$ cat config.mk
export PLATFORM = sky130hd
export DESIGN_NAME = hilo_unit
export DESIGN_NICKNAME = d
export VERILOG_FILES = /design/src/rtl/hilo_pkg.sv /design/src/rtl/hilo_stage_reg.sv /design/src/rtl/hilo_unit.sv
export SDC_FILE = /design/constraint.sdc
export NUM_CORES = 1
export LEC_CHECK = 0
export ABC_AREA = 1
export BUFFER_PORTS_ARGS = -buffer_cell sky130_fd_sc_hd__buf_2
export CAP_MARGIN = 20
export CORE_MARGIN = 2
export CORE_UTILIZATION = 53
export CTS_CLUSTER_SIZE = 10
export DETAILED_ROUTE_END_ITERATION = 10
export PLACE_DENSITY = 0.8
export SETUP_SLACK_MARGIN = 0.2
export SLEW_MARGIN = 0
export SYNTH_ARGS = -nofsm -noshare
export SYNTH_HDL_FRONTEND = slang
export SYNTH_SLANG_ARGS = --single-unit
$ cat constraint.sdc
create_clock -name clk -period 1.53 [get_ports clk]
set_input_delay 0.306 -clock clk [delete_from_list [all_inputs] [get_ports clk]]
set_output_delay 0.306 -clock clk [all_outputs]
set_load 0.1 [all_outputs]
$ cat src/rtl/hilo_pkg.sv
// Shared types for the HI/LO write pipeline: one in-flight HI/LO write
// and the empty (bubble) value that marks a stage with no write.
package hilo_pkg;

  localparam int HILO_WIDTH = 32;

  typedef struct packed {
    logic                  we_hi;
    logic                  we_lo;
    logic [HILO_WIDTH-1:0] hi;
    logic [HILO_WIDTH-1:0] lo;
  } hilo_wr_t;

  localparam hilo_wr_t HILO_BUBBLE = '{
    we_hi: 1'b0,
    we_lo: 1'b0,
    hi:    {HILO_WIDTH{1'b0}},
    lo:    {HILO_WIDTH{1'b0}}
  };

endpackage

$ cat src/rtl/hilo_stage_reg.sv
// One pipeline stage holding a pending HI/LO write; bubble has priority
// over hold so a kill always empties the stage.
module hilo_stage_reg
  import hilo_pkg::*;
(
  input  logic     clk,
  input  logic     rst,
  input  logic     hold,
  input  logic     bubble,
  input  hilo_wr_t d,
  output hilo_wr_t q
);

  hilo_wr_t q_r;

  // Stage register: async clear, then bubble / hold / load.
  always_ff @(posedge clk or negedge rst) begin
    if (!rst) begin
      q_r <= HILO_BUBBLE;
    end else if (bubble) begin
      q_r <= HILO_BUBBLE;
    end else if (hold) begin
      q_r <= q_r;
    end else begin
      q_r <= d;
    end
  end

  assign q = q_r;

endmodule

$ cat src/rtl/hilo_unit.sv
// Architectural HI/LO pair with an EX->MEM->WB write pipeline that commits
// at WB, plus combinational forwarding of the newest pending value to EX.
module hilo_unit
  import hilo_pkg::*;
#(
  parameter int              WIDTH  = HILO_WIDTH,
  parameter logic [WIDTH-1:0] HI_RST = {WIDTH{1'b0}},
  parameter logic [WIDTH-1:0] LO_RST = {WIDTH{1'b0}}
) (
  input  logic               clk,
  input  logic               rst,
  input  logic               e_tohilo,
  input  logic               e_mthi,
  input  logic               e_mtlo,
  input  logic [2*WIDTH-1:0] e_ans,
  input  logic [WIDTH-1:0]   e_rs,
  input  logic               stall_e,
  input  logic               stall_m,
  input  logic               flush,
  output logic [WIDTH-1:0]   e_hi,
  output logic [WIDTH-1:0]   e_lo,
  output logic [WIDTH-1:0]   hi_o,
  output logic [WIDTH-1:0]   lo_o
);

  hilo_wr_t ex_wr_s;
  hilo_wr_t m_wr_s;
  hilo_wr_t w_wr_s;
  logic     m_bubble_s;
  logic     m_hold_s;
  logic     w_bubble_s;
  logic [WIDTH-1:0] hi_r;
  logic [WIDTH-1:0] lo_r;

  // EX decode: the ALU's tohilo result outranks MTHI/MTLO if both appear.
  always_comb begin
    ex_wr_s = HILO_BUBBLE;
    if (e_tohilo) begin
      ex_wr_s.we_hi = 1'b1;
      ex_wr_s.we_lo = 1'b1;
      ex_wr_s.hi    = e_ans[2*WIDTH-1:WIDTH];
      ex_wr_s.lo    = e_ans[WIDTH-1:0];
    end else if (e_mthi) begin
      ex_wr_s.we_hi = 1'b1;
      ex_wr_s.hi    = e_rs;
    end else if (e_mtlo) begin
      ex_wr_s.we_lo = 1'b1;
      ex_wr_s.lo    = e_rs;
    end else begin
      ex_wr_s = HILO_BUBBLE;
    end
  end

  // A stalled EX (e.g. divider busy) feeds bubbles so only the final cycle enters M.
  assign m_bubble_s = flush | (~stall_m & stall_e);
  assign m_hold_s   = stall_m;
  assign w_bubble_s = flush | stall_m;

  hilo_stage_reg u_stage_m (
    .clk    (clk),
    .rst    (rst),
    .hold   (m_hold_s),
    .bubble (m_bubble_s),
    .d      (ex_wr_s),
    .q      (m_wr_s)
  );

  hilo_stage_reg u_stage_w (
    .clk    (clk),
    .rst    (rst),
    .hold   (1'b0),
    .bubble (w_bubble_s),
    .d      (m_wr_s),
    .q      (w_wr_s)
  );

  // WB commit: W is older than any excepting instruction, so it always lands.
  always_ff @(posedge clk or negedge rst) begin
    if (!rst) begin
      hi_r <= HI_RST;
      lo_r <= LO_RST;
    end else begin
      if (w_wr_s.we_hi) begin
        hi_r <= w_wr_s.hi;
      end else begin
        hi_r <= hi_r;
      end
      if (w_wr_s.we_lo) begin
        lo_r <= w_wr_s.lo;
      end else begin
        lo_r <= lo_r;
      end
    end
  end

  assign hi_o = hi_r;
  assign lo_o = lo_r;

  assign e_hi = m_wr_s.we_hi ? m_wr_s.hi : (w_wr_s.we_hi ? w_wr_s.hi : hi_r);
  assign e_lo = m_wr_s.we_lo ? m_wr_s.lo : (w_wr_s.we_lo ? w_wr_s.lo : lo_r);

endmodule

==> metrics.yaml <==
floorplanning:
  chipWidth_um: 133.1
  die-height_um: 133.1
  design.core.area_mm2: 0.01641
  pin_count: 232
  start_util_pct: 53.82
  dieArea_mm2: 0.01771
  row_count: 47
sta:
  min_period_over_period_pct: 136.6
  skew_ns: 0.01484
  final_max_slew_viol_count: 0
  worst_pin_slew_ns: 0.4203
  worst_slack_ns: -0.5607
  rsz0062_at_grt: "yes"
  clock.fmax_mhz: 478.3
  setup_viol: 64
  finalCriticalPeriod_ns: 2.091
  finalHoldViolCount: 0
  relSlewSlack_pct: 71.88
  setup_tns_ns: -31.24
logic_synthesis:
  synth-edff-count: 0
  yosys_most_used_dff: "dfrtp_1"
  synth_xor_xnor_area_share_pct: 0
  syn_nets: 1234
  synthAdderAreaFrac_pct: 0
  netlist_top_cells_count: "419 x nand2_1, 196 x dfrtp_1, 143 x nor2_1"
  synthDistinctLibCells: 20
  yosys.area.top_type: "dfrtp_1"
  synth_area_mm2: 0.008831
  avgSynthCellArea_um2: 7.815
  ys_seq_area_share_pct: 55.54
  synth_seq_cells: 196
  synth-compound-area-share_pct: 7.807
  syn_inst: 1130
  synth.area.mux_share_pct: 0
  synth_top_family_by_area: "simple AND/OR/NAND/NOR gates"
  synth_top_area_share_pct: 55.54
  synthMostInstantiatedCell: "nand2_1"
  async_flop_share_pct: 100.0
  yosys_warnings: 0
  synth-simple-area-share_pct: 26.49
  synth_area_leaders: "dfrtp_1 56%, nand2_1 18%, nor2_1 6.1%"
drt:
  wl_um: 33530
  met3WireLength_um: 2660
  viasPerCell: 5.566
  route.met2.wl_um: 17090
  routed.top_layer: "met5"
  route.detailed.drc: 0
  drtPass1Iterations: 5
  ant_nets: 0
  wire_per_inst_um: 20.98
  drt-initial-drc-count: 830
  vias: 8894
  drt-met1-wl_um: 11550
power_and_ir_drop:
  combPwrFrac_pct: 22.6
  swShare_pct: 33.05
  clkPwrFrac_pct: 35.2
  power_density_mw_per_mm2: 900.4
  p_sw_w: 0.004306
  p_int_w: 0.008721
  p_seq_share_pct: 42.1
  p_leak_nw: 6.569
  total_power_w: 0.01303
  vdd_drop_max_mv: 0.8567
placement:
  place_congestion: 0.8916
  dpl.cell_count: 1551
  hpwl_um: 18970
  place_ws_ns: -0.03165
  port_buffers: 231
worst_setup_path:
  start_kind: "flip-flop"
  worst-setup-path-type: "reg2out"
  required_ns: 1.22
  end_kind: "output pin"
  r2r_end: "hi_o[0]"
  reg2regPathDepth: 2
  r2r-start: "u_stage_w.q[65]"
  arrival_ns: 1.78
  r2r_setup_slack_ns: 0.48
  crit_end: "e_hi[0]"
  cp_max_fo: 18
  startpoint: "u_stage_w.q[65]"
global_route:
  grt.overflow.total: 0
  grt_pass1_vias: 9475
  grt_start_max_net_pins: 67
  grt_usage_pct: 38.36
  grt_pass1_wl_um: 51400
  antenna_found_initial: 5
status:
  run_status: "complete, but fails checks"
  violations: "negative setup slack"
layout:
  syn2layout_area_growth_pct: 63.83
  instances_no_fill: 1598
  fin_nets: 1465
  drive_gt1_share_pct: 43.67
  fill_cells: 698
clocking:
  cts_tree: "yes"
  clkTransAtPathRegs_ns: 0.07
  worstSkewPairLatency_ns: 0.45
  numCtsBuffers: 17
  clock-sinks: 196
  htree_levels: 4
  cts_buffer_depth: 2
  root_buffer: "clkbuf_16"
min_path:
  hold_class: "in2reg"
job:
  drv_cap: 0
state kept, by name, indices dropped and copies added, names as in the netlist:
name         count
lo_o            32
hi_o            32
u_stage_m.q     66
u_stage_w.q     66
cell type report:
class / count / area (um^2) / share of cell area (%)
Sequential cell: 196 / 5142 / 35.54
Timing Repair Buffer: 277 / 3781 / 26.14
Tap cell: 220 / 275.3 / 1.903
Multi-Input combinational cell: 733 / 4150 / 28.69
Clock buffer: 20 / 456.7 / 3.157
Clock inverter: 12 / 133.9 / 0.9254
Inverter: 136 / 518.0 / 3.580
Antenna cell: 4 / 10.01 / 0.06919
critical path: stages (launching register included):
cell and delay [ns]:
dfrtp_2 0.49, clkbuf_16 0.24, o21ai_2 0.22, nand2_2 0.11, o21ai_4 0.09, buf_12 0.19
cells in the final DEF, fill, tap and decap left out, drive strengths merged:
cell type and instances:
buf 273, bufinv 1, clkbuf 23, clkinv 4, dfrtp 196, diode 4
dlygate4sd3 1, inv 143, nand2 421, nand3 33, nor2 149, o21ai 129
o22ai 1
per-stage QoR:
step / utilization, % / hold slack, ns / cell area [um^2]
finish: 88.18 / 0.1643 / 14470
global route: 88.16 / 0.1832 / 14470
global placement: 75.80 / 0.2654 / 12440
detailed placement: 75.80 / 0.2679 / 12440
CTS: 86.88 / 0.1497 / 14250
floorplan: - / 0.01041 / 9982
power groups by stage:
stage          clock [W]  sequential, W  combinational (W)
5_1_grt          0.00475        0.00550            0.00307
4_1_cts          0.00455        0.00547            0.00285
3_5_place_dp           0        0.00554            0.00260
6_report         0.00459        0.00549            0.00295
3_3_place_gp           0        0.00553            0.00257
2_1_floorplan          0        0.00598            0.00126
layer usage:
layer | track usage [%] | vias up
met5 | 0 | -
met4 | 25.63 | 2
met3 | 8.467 | 169
met2 | 64.88 | 591
met1 | 43.78 | 4266
li1 | - | 3866
what timing repair did:
action	in CTS	in global routing
endpoints found under the hold margin	32	0
hold buffers	1	0
gates cloned	1	2
pin swaps	3	2
setup buffers	7	0
gates resized for setup	310	51
setup endpoints to repair	128	128
worst min path at each step:
stage / startpoint / end / cells past startpoint
finish: e_ans[61] / u_stage_m.q[61] / 5
floorplan: rst / hi_o[10] / 0
detailed placement: rst / hi_o[22] / 1
CTS: e_ans[47] / u_stage_m.q[47] / 5
global route: e_ans[46] / u_stage_m.q[46] / 5
global placement: rst / u_stage_w.q[54] / 1
cell families after synthesis:
group,after synthesis
compound gates,130
buf+inv,201
flops,196
simple gates,603
Power figures use the tool's default switching activity.
